File: config.mk
export PLATFORM = sky130hd
export DESIGN_NAME = mandala_render_pipe_flat
export DESIGN_NICKNAME = d
export VERILOG_FILES = /design/src/rtl/mandala_pkg.sv /design/src/rtl/mandala_render_pipe_if.sv /design/src/rtl/mandala_frame_ctrl.sv /design/src/rtl/mandala_render_pipe.sv /design/src/flat_wrapper.sv
export SDC_FILE = /design/constraint.sdc
export NUM_CORES = 1
export LEC_CHECK = 0
export ABC_AREA = 0
export CAP_MARGIN = 20
export CORE_MARGIN = 5
export CORE_UTILIZATION = 53
export CTS_BUF_LIST = sky130_fd_sc_hd__clkbuf_8
export DETAILED_ROUTE_END_ITERATION = 7
export PLACE_DENSITY_LB_ADDON = 0.2
export SLEW_MARGIN = 20
export SYNTH_ARGS = -nofsm -noshare
export SYNTH_HDL_FRONTEND = slang
export SYNTH_SLANG_ARGS = --single-unit
File: constraint.sdc
create_clock -name clk -period 8 [get_ports clk]
set_input_delay 1.2 -clock clk [delete_from_list [all_inputs] [get_ports clk]]
set_output_delay 1.2 -clock clk [all_outputs]
set_load 0.005 [all_outputs]
File: src/rtl/mandala_pkg.sv
// Shared types and helpers for the mandala renderer: angle modes, config word, ring tint/hit-bit maths.
// Pure declarations; no timing or flow control.
package mandala_pkg;

  localparam int PHASE_W = 8;

  typedef enum logic [1:0] {
    MODE_XOR = 2'd0,
    MODE_SUM = 2'd1,
    MODE_DX  = 2'd2,
    MODE_MAX = 2'd3
  } mode_e;

  typedef struct packed {
    mode_e      mode;
    logic [1:0] speed;
    logic       freeze;
  } cfg_t;

  // Ring colour offset; 21 spreads successive rings across all three channels.
  function automatic logic [5:0] tint(input int k);
    return 6'(((k + 1) * 21) % 64);
  endfunction

  function automatic logic [2:0] hit_idx(input int k, input int off);
    return 3'((k + off) % 8);
  endfunction

endpackage

File: src/rtl/mandala_render_pipe_if.sv
// Pixel-stream, config and output bundle between sync generator, renderer and pin mapper.
// Free-running stream: no valid/ready, every clk carries one pixel.
interface mandala_render_pipe_if #(
  parameter int COORD_W = 10
);
  import mandala_pkg::*;

  logic [COORD_W-1:0] hpos;
  logic [COORD_W-1:0] vpos;
  logic               display_on;
  logic               hsync_in;
  logic               vsync_in;
  logic               cfg_valid;
  mode_e              cfg_mode;
  logic [1:0]         cfg_speed;
  logic               cfg_freeze;
  logic [5:0]         rgb;
  logic               hsync_out;
  logic               vsync_out;
  logic [7:0]         frame_count;

  modport master (
    output hpos, vpos, display_on, hsync_in, vsync_in,
    output cfg_valid, cfg_mode, cfg_speed, cfg_freeze,
    input  rgb, hsync_out, vsync_out, frame_count
  );

  modport slave (
    input  hpos, vpos, display_on, hsync_in, vsync_in,
    input  cfg_valid, cfg_mode, cfg_speed, cfg_freeze,
    output rgb, hsync_out, vsync_out, frame_count
  );

endinterface

File: src/rtl/mandala_frame_ctrl.sv
// Frame-edge detect, pending/active config shadowing, animation phase and colour frame counter.
// Updates land one clk after the vsync rising edge; no backpressure.
module mandala_frame_ctrl
  import mandala_pkg::*;
(
  input  logic               clk,
  input  logic               rst_n,
  input  logic               vsync_in,
  input  logic               cfg_valid,
  input  cfg_t               cfg_in,
  output cfg_t               cfg_active,
  output logic [PHASE_W-1:0] phase,
  output logic [7:0]         frame_count
);

  logic               vsync_prev_q, vsync_prev_d;
  cfg_t               pend_q, pend_d;
  cfg_t               act_q, act_d;
  logic [PHASE_W-1:0] phase_q, phase_d;
  logic [7:0]         fc_q, fc_d;
  logic               frame_edge;

  always_comb begin
    frame_edge   = vsync_in & ~vsync_prev_q;
    vsync_prev_d = vsync_in;
    pend_d       = cfg_valid ? cfg_in : pend_q;
    act_d        = act_q;
    phase_d      = phase_q;
    fc_d         = fc_q;
    // Counters follow the config that was live during the frame just ended.
    if (frame_edge) begin
      act_d = pend_q;
      if (!act_q.freeze) begin
        phase_d = phase_q + (PHASE_W'(1) << act_q.speed);
        fc_d    = fc_q + 8'd1;
      end
    end
  end

  always_ff @(posedge clk or negedge rst_n) begin
    if (!rst_n) begin
      vsync_prev_q <= 1'b0;
      pend_q       <= '0;
      act_q        <= '0;
      phase_q      <= '0;
      fc_q         <= '0;
    end else begin
      vsync_prev_q <= vsync_prev_d;
      pend_q       <= pend_d;
      act_q        <= act_d;
      phase_q      <= phase_d;
      fc_q         <= fc_d;
    end
  end

  assign cfg_active  = act_q;
  assign phase       = phase_q;
  assign frame_count = fc_q;

endmodule

File: src/rtl/mandala_render_pipe.sv
// Concentric-ring mandala pixel renderer with frame-shadowed config; syncs delay-matched to rgb.
// Fixed 3-clk latency, one pixel per clk, no backpressure.
module mandala_render_pipe
  import mandala_pkg::*;
#(
  parameter int H_ACTIVE  = 640,
  parameter int V_ACTIVE  = 480,
  parameter int COORD_W   = 10,
  parameter int N_LAYERS  = 8,
  parameter int RING_STEP = 20000
) (
  input logic clk,
  input logic rst_n,
  mandala_render_pipe_if.slave bus
);

  localparam int RAD_W = 2 * COORD_W;
  localparam logic [COORD_W-1:0] CX = COORD_W'(H_ACTIVE / 2);
  localparam logic [COORD_W-1:0] CY = COORD_W'(V_ACTIVE / 2);

  cfg_t               cfg_in;
  cfg_t               cfg_act;
  logic [PHASE_W-1:0] phase;
  logic [7:0]         frame_count;

  assign cfg_in = '{mode: bus.cfg_mode, speed: bus.cfg_speed, freeze: bus.cfg_freeze};

  mandala_frame_ctrl u_frame_ctrl (
    .clk         (clk),
    .rst_n       (rst_n),
    .vsync_in    (bus.vsync_in),
    .cfg_valid   (bus.cfg_valid),
    .cfg_in      (cfg_in),
    .cfg_active  (cfg_act),
    .phase       (phase),
    .frame_count (frame_count)
  );

  // Stage 1: distance from screen centre.
  logic [COORD_W-1:0] dx_q, dx_d, dy_q, dy_d;
  logic               de1_q, de1_d, hs1_q, hs1_d, vs1_q, vs1_d;
  // Stage 2: squared radius and animated angle.
  logic [RAD_W-1:0]   radius_q, radius_d;
  logic [7:0]         angle_q, angle_d;
  logic               de2_q, de2_d, hs2_q, hs2_d, vs2_q, vs2_d;
  // Stage 3: output registers.
  logic [5:0]         rgb_q, rgb_d;
  logic               hs3_q, hs3_d, vs3_q, vs3_d;

  logic [7:0]         ang_f;
  logic [COORD_W-1:0] dmax;
  logic [5:0]         base;
  int                 rad_i;

  always_comb begin
    dx_d  = (bus.hpos >= CX) ? (bus.hpos - CX) : (CX - bus.hpos);
    dy_d  = (bus.vpos >= CY) ? (bus.vpos - CY) : (CY - bus.vpos);
    de1_d = bus.display_on;
    hs1_d = bus.hsync_in;
    vs1_d = bus.vsync_in;
  end

  always_comb begin
    radius_d = RAD_W'(dx_q) * RAD_W'(dx_q) + RAD_W'(dy_q) * RAD_W'(dy_q);
    dmax     = (dx_q > dy_q) ? dx_q : dy_q;
    ang_f    = '0;
    unique case (cfg_act.mode)
      MODE_XOR: ang_f = dx_q[7:0] ^ dy_q[7:0];
      MODE_SUM: ang_f = dx_q[7:0] + dy_q[7:0];
      MODE_DX:  ang_f = dx_q[7:0];
      MODE_MAX: ang_f = dmax[7:0];
      default:  ang_f = '0;
    endcase
    angle_d = ang_f + phase;
    de2_d   = de1_q;
    hs2_d   = hs1_q;
    vs2_d   = vs1_q;
  end

  // Rings tile the radius range with inclusive lower bounds, so at most one k matches.
  always_comb begin
    rad_i = int'(radius_q);
    base  = {frame_count[7:6], frame_count[5:4], frame_count[3:2]};
    rgb_d = '0;
    for (int k = 0; k < N_LAYERS; k++) begin
      if (rad_i >= k * RING_STEP && rad_i < (k + 1) * RING_STEP) begin
        if (de2_q && (angle_q[hit_idx(k, 4)] ^ angle_q[hit_idx(k, 6)])) begin
          rgb_d = base + tint(k);
        end
      end
    end
    hs3_d = hs2_q;
    vs3_d = vs2_q;
  end

  always_ff @(posedge clk or negedge rst_n) begin
    if (!rst_n) begin
      dx_q     <= '0;
      dy_q     <= '0;
      de1_q    <= 1'b0;
      hs1_q    <= 1'b0;
      vs1_q    <= 1'b0;
      radius_q <= '0;
      angle_q  <= '0;
      de2_q    <= 1'b0;
      hs2_q    <= 1'b0;
      vs2_q    <= 1'b0;
      rgb_q    <= '0;
      hs3_q    <= 1'b0;
      vs3_q    <= 1'b0;
    end else begin
      dx_q     <= dx_d;
      dy_q     <= dy_d;
      de1_q    <= de1_d;
      hs1_q    <= hs1_d;
      vs1_q    <= vs1_d;
      radius_q <= radius_d;
      angle_q  <= angle_d;
      de2_q    <= de2_d;
      hs2_q    <= hs2_d;
      vs2_q    <= vs2_d;
      rgb_q    <= rgb_d;
      hs3_q    <= hs3_d;
      vs3_q    <= vs3_d;
    end
  end

  assign bus.rgb         = rgb_q;
  assign bus.hsync_out   = hs3_q;
  assign bus.vsync_out   = vs3_q;
  assign bus.frame_count = frame_count;

endmodule
File: src/flat_wrapper.sv
// flat-port wrapper written by rule: the top's interface ports become plain ports
module mandala_render_pipe_flat import mandala_pkg::*;
#(
  parameter int H_ACTIVE  = 640,
  parameter int V_ACTIVE  = 480,
  parameter int COORD_W   = 10,
  parameter int N_LAYERS  = 8,
  parameter int RING_STEP = 20000
)
  (clk, rst_n, bus_hpos, bus_vpos, bus_display_on, bus_hsync_in, bus_vsync_in, bus_cfg_valid, bus_cfg_mode, bus_cfg_speed, bus_cfg_freeze, bus_rgb, bus_hsync_out, bus_vsync_out, bus_frame_count);
  mandala_render_pipe_if #(.COORD_W(COORD_W)) bus_i ();
  input logic clk;
  input logic rst_n;
  input wire logic [$bits(bus_i.hpos)-1:0] bus_hpos;
  input wire logic [$bits(bus_i.vpos)-1:0] bus_vpos;
  input wire logic [$bits(bus_i.display_on)-1:0] bus_display_on;
  input wire logic [$bits(bus_i.hsync_in)-1:0] bus_hsync_in;
  input wire logic [$bits(bus_i.vsync_in)-1:0] bus_vsync_in;
  input wire logic [$bits(bus_i.cfg_valid)-1:0] bus_cfg_valid;
  input wire logic [$bits(bus_i.cfg_mode)-1:0] bus_cfg_mode;
  input wire logic [$bits(bus_i.cfg_speed)-1:0] bus_cfg_speed;
  input wire logic [$bits(bus_i.cfg_freeze)-1:0] bus_cfg_freeze;
  output wire logic [$bits(bus_i.rgb)-1:0] bus_rgb;
  output wire logic [$bits(bus_i.hsync_out)-1:0] bus_hsync_out;
  output wire logic [$bits(bus_i.vsync_out)-1:0] bus_vsync_out;
  output wire logic [$bits(bus_i.frame_count)-1:0] bus_frame_count;
  assign bus_i.hpos = bus_hpos;
  assign bus_i.vpos = bus_vpos;
  assign bus_i.display_on = bus_display_on;
  assign bus_i.hsync_in = bus_hsync_in;
  assign bus_i.vsync_in = bus_vsync_in;
  assign bus_i.cfg_valid = bus_cfg_valid;
  assign bus_i.cfg_mode = bus_cfg_mode;
  assign bus_i.cfg_speed = bus_cfg_speed;
  assign bus_i.cfg_freeze = bus_cfg_freeze;
  assign bus_rgb = bus_i.rgb;
  assign bus_hsync_out = bus_i.hsync_out;
  assign bus_vsync_out = bus_i.vsync_out;
  assign bus_frame_count = bus_i.frame_count;
  mandala_render_pipe #(.H_ACTIVE(H_ACTIVE), .V_ACTIVE(V_ACTIVE), .COORD_W(COORD_W), .N_LAYERS(N_LAYERS), .RING_STEP(RING_STEP)) u_core (.clk(clk), .rst_n(rst_n), .bus(bus_i));
endmodule
==> results of run 1 <==
## sequential cells by signal, summed over array words and instances (netlist names), 5 cells and up
| name | cells |
|---|---|
| u_core.radius_q | 15 |
| u_core.dx_q | 10 |
| u_core.dy_q | 10 |
| u_core.angle_q | 8 |
| u_core.u_frame_ctrl.frame_count | 8 |
| u_core.u_frame_ctrl.phase | 8 |
| u_core.bus.rgb | 6 |
| u_core.u_frame_ctrl.cfg_active | 5 |
| u_core.u_frame_ctrl.pend_q | 5 |
## critical path, cell delays in order (launching register included)
cell and delay [ns]:
dfrtp_1 0.61, nand2_1 0.19, fa_1 0.54, inv_1 0.05, fa_1 0.49, inv_1 0.05, fa_1 0.51, inv_1 0.05
fa_1 0.53, fa_1 0.44, fa_1 0.54, inv_1 0.05, fa_1 0.52, inv_1 0.04, ha_1 0.33, a21oi_1 0.20
o211ai_1 0.17, a311oi_1 0.39, o211ai_1 0.17, a31o_1 0.22, a21oi_1 0.18, xnor2_1 0.08
## through the flow
step	util, %	setup slack, ns	area (um2)
floorplan	-	1.83	10900
global placement	57.0	1.66	11500
detailed placement	57.0	1.50	11500
CTS	58.1	1.46	11800
global route	58.1	1.02	11800
finish	58.1	1.48	11800
## per-layer routing
metal	GRT usage, %	vias up
met1	29.4	3922
met3	3.45	28
met2	36.3	192
met5	0	-
li1	-	3880
met4	4.92	0
## final cells by class
class / instances / area [um2]
Fill cell: 1783 / 8470
Clock buffer: 9 / 124
Sequential cell: 83 / 2080
Multi-Input combinational cell: 844 / 7840
Clock inverter: 7 / 108
Timing Repair Buffer: 47 / 465
Tap cell: 270 / 338
Inverter: 216 / 811
## cell usage in the layout (no fill, tap or decap), types with 10 or more instances in the layout
cell type,n
a211oi_1,11
a21o_1,13
a21oi_1,43
and2_1,34
clkdlybuf4s50_1,45
dfrtp_1,83
fa_1,131
ha_1,133
inv_1,214
mux2_2,11
nand2_1,91
nand2b_1,10
nand3_1,18
nand4_1,11
nor2_1,82
nor2b_1,11
nor3_1,17
o21ai_0,20
o21ai_1,20
xnor2_1,52
xor2_1,26
## how the worst max path moves through the flow
stage                     cells after the start  slack [ns]                   to            from
after CTS                                    21        1.46  u_core.radius_q[19]  u_core.dx_q[2]
after detailed placement                     21        1.50  u_core.radius_q[19]  u_core.dx_q[2]
after global placement                       21        1.66  u_core.radius_q[19]  u_core.dx_q[2]
final                                        21        1.48  u_core.radius_q[19]  u_core.dx_q[2]
after global routing                         21        1.02  u_core.radius_q[19]  u_core.dx_q[2]
after floorplan                              22        1.83  u_core.radius_q[19]  u_core.dx_q[2]
## cell families after synthesis
group	after synthesis
simple gates	299
fa+ha+maj	264
buf+inv	257
compound gates	186
flops	83
xor+xnor	78
mux	17
==> qor.yml, run 1 <==
logic_synthesis:
  synth.area.top_cells: "fa_1, dfrtp_1, ha_1"
  synth_mux_area_share_pct: 1.71
  ys.flop_type: "dfrtp_1"
  synthAdderAreaFrac_pct: 39.4
  ys_ff_latch: 83
  postSynthCellCount: 1184
  synth_xor_area_share_pct: 6.27
  yosysTopAreaCell: "fa_1"
  synth_edf_count: 0
  synth_top_area_share_pct: 24.1
  synth-compound-area-share_pct: 11.6
  mappedNetlistNets: 1479
  syn_area_um2: 10900
  avgSynthCellArea_um2: 9.20
  synthArstFlopShare_pct: 100
  synth_commonest_cells: "inv_1, ha_1, fa_1"
  synthSimpleGateAreaFrac_pct: 13.0
  yosysUniqueCellTypes: 71
  synth_top_family_by_area: "adder cells"
  yosysMostFrequentCell: "inv_1"
  yosysWarnings: 0
  ys_seq_area_share_pct: 19.1
layout:
  insertedDiodeCount: 0
  areaGrowthSynthToFinish_pct: 8.01
  finalNetCount: 1496
  drive_gt1_share_pct: 3.32
  stdcell_count: 1476
clock_network:
  max-clock-path-buffers: 2
  cts_tree: "built"
  htree_num_levels: 3
  cts_buffers: 9
  cts_resized: 0
  cts.clk_slew.worst_paths_ns: 0.11
  ctsRootBufferMaster: "clkbuf_8"
  holdBufCountCts: 0
  cts_num_sinks: 83
  cts_setup_buffers: 0
  clk_latency_ns: 0.39
route:
  wl_met3_um: 1160
  drcViolationCount: 0
  detail-route-antenna-nets: 0
  viasPerCell: 5.43
  wl_per_cell_um: 16.5
  num_vias: 8022
  wl_met1_um: 10900
  drt_iter0_markers: 440
  wl_met2_um: 11900
  routed.top_layer: "met4"
  firstDrtPassIters: 4
  wl_um: 24400
worst_setup_path:
  worst-setup-path-type: "flop to flop"
  cp.required_ns: 8.24
  reg2reg_slack_ns: 1.48
  path_max_fanout: 15
  worstSetupEndpointType: "flop"
  cp-start-kind: "flop"
  timing.rr.end: "u_core.radius_q[19]"
  reg2reg_from: "u_core.dx_q[2]"
  cp.arrival_ns: 6.76
  rr_worst_depth: 21
placed_design:
  dp_hpwl_um: 20300
  dp.cells: 1460
  place.gp.congestion: 0.876
  numPortBuffers: 46
grt:
  grt_pass1_wl_um: 41300
  antenna_found_initial: 0
  overflow: 0
  grt_pass1_vias: 8303
  grt_max_degree: 66
  grt_usage_pct: 21.5
min_path:
  hold_path.class: "flop to flop"
  min_to: "u_core.de2_q"
  min_from: "u_core.de1_q"
  min_path_cells: 0
sta:
  rsz0062_at_grt: "false"
  fin_tns_setup_ns: 0
  fin_crit_sh_pct: 81.5
  clock_skew_ns: 0.0240
  max_freq_mhz: 153
  period_minus_slack_ns: 6.52
  whs_ns: 0.361
  worst_pin_slew_ns: 1.05
  slew_violations: 0
  hold_viol: 0
  setup_viol: 0
  worst_slew_margin_rel_pct: 29.4
floorplan:
  die_w_um: 153
  die_h_um: 153
  io_pins: 47
  core_um2: 20200
  die_area_um2: 23500
  rows: 52
  start_util_pct: 53.8
run_status:
  outcome: "complete, no violations"
flow_run:
  maxCapViolCount: 0
Power of run 1 is not shown: default switching activity piles up to over one toggle a cycle in this logic, so the estimate is an artifact.
==> run 2: changes to the inputs <==
==> constraint.sdc (replaced) <==
create_clock -name clk -period 6 [get_ports clk]
set_input_delay 0.9 -clock clk [delete_from_list [all_inputs] [get_ports clk]]
set_output_delay 0.9 -clock clk [all_outputs]
set_load 0.005 [all_outputs]
==> run 2 against run 1 <==
Global-route usage rose by 0.35 points. Final area rose by 4.8%. First-iteration DRC count fell by 26%. Clock skew rose by 0.0016 ns. Critical path type unchanged. Sequential share of layout area fell by 0.70 points. Final cell count rose by 3.3%. Register-to-register slack got worse by 1.3 ns. Fmax rose by 11%. Critical endpoint is now u_core.radius_q[16]. Clock-buffer cell count did not move. Non-clock buffer count rose by 48. Largest cell class unchanged.
==> qor.yml, run 2 (synthesis results as in run 1) <==
clock_network:
  clk_latency_ns: 0.40  # was 0.39 ns
  cts.clk_slew.worst_paths_ns: 0.11  # about the same
  cts_num_sinks: 83  # unchanged
  ctsRootBufferMaster: "clkbuf_8"  # unchanged
  cts_buffers: 9  # unchanged
  htree_num_levels: 3  # unchanged
  max-clock-path-buffers: 2  # unchanged
  cts_tree: "built"  # unchanged
layout:
  top_register: "u_core.radius_q"  # unchanged
  seqCellArea_um2: 2090  # was 2080 um2
  final_cell_mix: "inv_1, ha_1, fa_1, nand2_1, nor2_1"  # was inv_1, ha_1, fa_1, nand2_1, dfrtp_1
  insertedDiodeCount: 0  # unchanged
  largestRegisters: "u_core.radius_q (15), u_core.dx_q (10), u_core.dy_q (10)"  # unchanged
  finalNetCount: 1544  # was 1,496
  fill_cells: 1753  # was 1,783
  final_common_cell: "inv_1"  # unchanged
  largest_reg_flops: 15  # unchanged
  multiInputGateArea_um2: 8030  # was 7840 um2
  drive_gt1_share_pct: 11.0  # was 3.32%
  areaGrowthSynthToFinish_pct: 13.2  # was 8.01%
grt:
  grt_usage_pct: 21.9  # was 21.5%
  grt_max_degree: 54  # was 66
  antenna_found_initial: 0  # unchanged
  grt_pass1_wl_um: 41500  # was 41,300 um
  overflow: 0  # unchanged
  grt_pass1_vias: 8359  # was 8,303
route:
  wl_per_cell_um: 16.5  # about the same
  detail-route-antenna-nets: 0  # unchanged
  num_vias: 8262  # was 8,022
  drt_iter0_markers: 326  # was 440
  wl_um: 25100  # was 24,400 um
  firstDrtPassIters: 5  # was 4
  drcViolationCount: 0  # unchanged
  viasPerCell: 5.42  # was 5.43
worst_setup_path:
  reg2reg_slack_ns: 0.15  # was 1.48 ns
  cp-start-kind: "flop"  # unchanged
  worst-setup-path-type: "flop to flop"  # unchanged
  worstSetupEndpointType: "flop"  # unchanged
  timing.rr.end: "u_core.radius_q[16]"  # was u_core.radius_q[19]
  rr_worst_depth: 21  # unchanged
  cp.arrival_ns: 6.11  # was 6.76 ns
  path_max_fanout: 9  # was 15
  reg2reg_from: "u_core.dx_q[3]"  # was u_core.dx_q[2]
  cp.required_ns: 6.26  # was 8.24 ns
min_path:
  min_path_cells: 0  # unchanged
  hold_path.class: "flop to flop"  # unchanged
  min_from: "u_core.de1_q"  # unchanged
  min_to: "u_core.de2_q"  # unchanged
sta:
  worst_pin_slew_ns: 0.658  # was 1.05 ns
  hold_viol: 0  # unchanged
  fin_tns_setup_ns: 0  # unchanged
  period_minus_slack_ns: 5.85  # was 6.52 ns
  setup_viol: 0  # unchanged
  max_freq_mhz: 171  # was 153 MHz
  slew_violations: 0  # unchanged
  whs_ns: 0.348  # was 0.361 ns
  clock_skew_ns: 0.0256  # was 0.0240 ns
  fin_crit_sh_pct: 97.4  # was 81.5%
  worst_slew_margin_rel_pct: 56.1  # was 29.4%
placed_design:
  place.gp.congestion: 0.920  # was 0.876
  numPortBuffers: 46  # unchanged
  dp_hpwl_um: 20600  # was 20,300 um
floorplan:
  die_area_um2: 23500  # unchanged
  rows: 52  # unchanged
  io_pins: 47  # unchanged
  die_w_um: 153  # unchanged
  core_um2: 20200  # unchanged
  start_util_pct: 53.8  # unchanged
  die_h_um: 153  # unchanged
run_status:
  outcome: "complete, no violations"  # unchanged
flow_run:
  maxCapViolCount: 0  # unchanged
## run 2: changes by cell type in the layout (fill, tap and decap cells not counted), moves of 6 or more
cell	previous run	this run
nor2_1	82	76
nand2_1	91	81
nand2_2	0	10
dfrtp_1	83	72
dfrtp_2	0	11
buf_4	2	44
## run 2: stage by stage
| step | instance area, um2 | util [%] | setup slack [ns] | instances |
|---|---|---|---|---|
| global route | 12300 | 61.0 | -0.0281 | 1524 |
| finish | 12300 | 61.0 | 0.154 | 1524 |
| detailed placement | 11800 | 58.5 | -0.0790 | 1497 |
| global placement | 11800 | 58.5 | 0.0648 | 1497 |
| floorplan | 10900 | - | 0.0137 | 1184 |
| CTS | 12100 | 59.6 | 0.0189 | 1513 |
## run 2: worst max path at each step
stage / from / end / slack (ns) / cells after the start
floorplan: u_core.dx_q[2] / u_core.radius_q[19] / 0.01 / 22
global placement: u_core.dy_q[4] / u_core.radius_q[19] / 0.06 / 19
detailed placement: u_core.dy_q[4] / u_core.radius_q[19] / -0.08 / 21
CTS: u_core.dx_q[3] / u_core.radius_q[16] / 0.02 / 21
global route: u_core.dy_q[4] / u_core.radius_q[19] / -0.03 / 19
finish: u_core.dx_q[3] / u_core.radius_q[16] / 0.15 / 21
## run 2: layout make-up
type / instances / area share [%]
multi-input cells: 844 / 65.1
flip-flops and latches: 83 / 16.9
repair buffers: 95 / 6.95
inverters: 216 / 6.57
well taps: 270 / 2.74
clock buffers: 9 / 1.00
clock inverters: 7 / 0.730
## run 2: per-layer routing
layer  track usage [%]  routed length, um  vias to the layer above
li1                  -                  -                     3967
met5                 0                  0                        -
met2              36.4              12100                      192
met4              4.46                333                        0
met3              3.96               1290                       29
met1              30.2              11400                     4074
## run 2: timing repair
action                                  in CTS  in global routing
buffers inserted                             0                 11
endpoints found under the setup margin       3                  5
hold buffers                                 0                  0
hold endpoints to repair                     0                  0
gates resized for setup                      4                 56
pin swaps                                    1                 40
## run 2: worst max-delay path, stage by stage, from the launching register on
cell and delay [ns]:
dfrtp_1 0.43, buf_12 0.15, and2_1 0.18, fa_2 0.53, ha_1 0.13, inv_1 0.05, fa_1 0.48, fa_1 0.52
inv_1 0.06, fa_1 0.50, fa_1 0.55, inv_1 0.05, fa_1 0.49, inv_1 0.06, ha_4 0.19, a211oi_4 0.22
o21ai_2 0.09, a2111o_1 0.45, a31oi_2 0.22, buf_4 0.15, o21bai_1 0.08, xor2_1 0.14
Power of run 2 is left out for the same reason.
==> run 3: changes to the inputs <==
--- a/config.mk
+++ b/config.mk
@@ -5,14 +5,15 @@
 export SDC_FILE = /design/constraint.sdc
 export NUM_CORES = 1
 export LEC_CHECK = 0
-export ABC_AREA = 0
 export CAP_MARGIN = 20
 export CORE_MARGIN = 5
 export CORE_UTILIZATION = 53
 export CTS_BUF_LIST = sky130_fd_sc_hd__clkbuf_8
 export DETAILED_ROUTE_END_ITERATION = 7
 export PLACE_DENSITY_LB_ADDON = 0.2
+export RECOVER_POWER = 50
 export SLEW_MARGIN = 20
 export SYNTH_ARGS = -nofsm -noshare
 export SYNTH_HDL_FRONTEND = slang
 export SYNTH_SLANG_ARGS = --single-unit
+export TNS_END_PERCENT = 100
==> run 3 against run 2 <==
The flow now finishes with violations (capacitance limit, slew limit). Critical path depth is the same. Hold slack gained 0.0020 ns. First-iteration DRC count is the same. Final cell count is the same. Via count shrank 0.18%. Non-clock buffer count is the same. Register-to-register slack is essentially flat. Global-route usage is the same.
==> qor.yml, run 3 (synthesis results as in run 1) <==
route:
  wl_met3_um: 1310  # was 1290 um
  wl_um: 25000  # was 25,100 um
  routed.top_layer: "met4"  # unchanged
  drt_iter0_markers: 326  # unchanged
  detail-route-antenna-nets: 0  # unchanged
  wl_met1_um: 11300  # was 11,400 um
  viasPerCell: 5.41  # was 5.42
  wl_per_cell_um: 16.4  # was 16.5 um
  wl_met2_um: 12100  # about the same
  drcViolationCount: 0  # unchanged
  num_vias: 8247  # was 8,262
  firstDrtPassIters: 5  # unchanged
grt:
  grt_pass1_wl_um: 41500  # unchanged
  grt_usage_pct: 21.9  # unchanged
  antenna_found_initial: 0  # unchanged
  overflow: 0  # unchanged
  grt_max_degree: 54  # unchanged
  grt_pass1_vias: 8359  # unchanged
floorplan:
  start_util_pct: 53.8  # unchanged
  die_area_um2: 23500  # unchanged
  io_pins: 47  # unchanged
  core_um2: 20200  # unchanged
  rows: 52  # unchanged
  die_w_um: 153  # unchanged
  die_h_um: 153  # unchanged
clock_network:
  cts.clk_slew.worst_paths_ns: 0.11  # about the same
  htree_num_levels: 3  # unchanged
  clk_latency_ns: 0.39  # was 0.40 ns
  ctsRootBufferMaster: "clkbuf_8"  # unchanged
  cts_tree: "built"  # unchanged
  cts_buffers: 9  # unchanged
  cts_num_sinks: 83  # unchanged
  max-clock-path-buffers: 2  # unchanged
sta:
  slew_violations: 86  # was 0
  hold_viol: 0  # unchanged
  max_freq_mhz: 171  # about the same
  fin_crit_sh_pct: 97.4  # about the same
  clock_skew_ns: 0.0248  # was 0.0256 ns
  period_minus_slack_ns: 5.85  # about the same
  worst_slew_margin_rel_pct: -83.8  # was 56.1%
  setup_ws_ns: 0.155  # was 0.154 ns
  fin_tns_setup_ns: 0  # unchanged
  setup_viol: 0  # unchanged
  worst_pin_slew_ns: 2.76  # was 0.658 ns
layout:
  finalNetCount: 1544  # unchanged
  fill_cells: 1753  # unchanged
  areaGrowthSynthToFinish_pct: 13.2  # about the same
  insertedDiodeCount: 0  # unchanged
  largest_reg_flops: 15  # unchanged
  seqCellArea_um2: 2090  # unchanged
  multiInputGateArea_um2: 8030  # unchanged
  final_util_pct: 60.9  # was 61.0%
  largestRegisters: "u_core.radius_q (15), u_core.dx_q (10), u_core.dy_q (10)"  # unchanged
  postLayoutCellArea_um2: 12300  # about the same
  top_register: "u_core.radius_q"  # unchanged
  final_common_cell: "inv_1"  # unchanged
  final_cell_mix: "inv_1, ha_1, fa_1, nand2_1, nor2_1"  # unchanged
  drive_gt1_share_pct: 10.8  # was 11.0%
worst_setup_path:
  worst-setup-path-type: "flop to flop"  # unchanged
  path_max_fanout: 9  # unchanged
  cp.required_ns: 6.26  # about the same
  cp-start-kind: "flop"  # unchanged
  cp.arrival_ns: 6.11  # about the same
  worstSetupEndpointType: "flop"  # unchanged
placed_design:
  place_area_um2: 11800  # unchanged
  dp_hpwl_um: 20600  # unchanged
  place.gp.congestion: 0.920  # unchanged
  preCtsSetupSlack_ns: -0.0790  # unchanged
  numPortBuffers: 46  # unchanged
min_path:
  hold_path.class: "flop to flop"  # unchanged
run_status:
  outcome: "complete, but fails checks"  # was complete, no violations
  violations: "capacitance limit, slew limit"
flow_run:
  maxCapViolCount: 2  # was 0
run 3: stage by stage:
| step | std cells | hold slack [ns] |
|---|---|---|
| 2_1_floorplan | 1184 | 0.331 |
| 3_3_place_gp | 1497 | 0.333 |
| 3_5_place_dp | 1497 | 0.335 |
| 4_1_cts | 1513 | 0.358 |
| 5_1_grt | 1524 | 0.369 |
| 6_report | 1524 | 0.350 |
run 3: worst max-delay path: stages, from the launching register on:
cell and delay [ns]:
dfrtp_1 0.43, buf_12 0.15, and2_1 0.18, fa_2 0.53, ha_1 0.13, inv_1 0.05, fa_1 0.48, fa_1 0.52
inv_1 0.06, fa_1 0.50, fa_1 0.55, inv_1 0.05, fa_1 0.49, inv_1 0.06, ha_4 0.19, a211oi_4 0.22
o21ai_2 0.09, a2111o_1 0.45, a31oi_2 0.22, buf_4 0.15, o21bai_1 0.08, xor2_1 0.14
run 3: area by class of cell:
class | count | area share, %
Clock buffer | 9 | 1.00
Inverter | 216 | 6.58
Timing Repair Buffer | 95 | 6.89
Sequential cell | 83 | 17.0
Multi-Input combinational cell | 844 | 65.1
Tap cell | 270 | 2.74
Clock inverter | 7 | 0.731
run 3: worst paths after layout:
check,cells past startpoint,from,endpoint,slack [ns]
max in group asynchronous,2,rst_n,u_core.radius_q[10],1.69
min in group asynchronous,1,rst_n,u_core.u_frame_ctrl.pend_q[0],0.95
setup / recovery,21,u_core.dx_q[3],u_core.radius_q[16],0.15
hold reg to reg,0,u_core.de1_q,u_core.de2_q,0.35
hold / removal,0,u_core.de1_q,u_core.de2_q,0.35
setup reg to reg,21,u_core.dx_q[3],u_core.radius_q[16],0.15
run 3: per-layer routing:
| layer | GRT usage, % | vias to the layer above |
|---|---|---|
| li1 | - | 3966 |
| met1 | 30.2 | 4065 |
| met2 | 36.4 | 189 |
| met3 | 3.96 | 27 |
| met4 | 4.46 | 0 |
| met5 | 0 | - |
run 3: what timing repair did:
| item | 4_1_cts | 5_1_grt |
|---|---|---|
| endpoints found under the setup margin | 3 | 5 |
| hold buffers | 0 | 0 |
| resized for setup | 4 | 56 |
| setup buffers | 0 | 11 |
| pin swaps | 1 | 40 |
Power of run 3 is left out for the same reason.
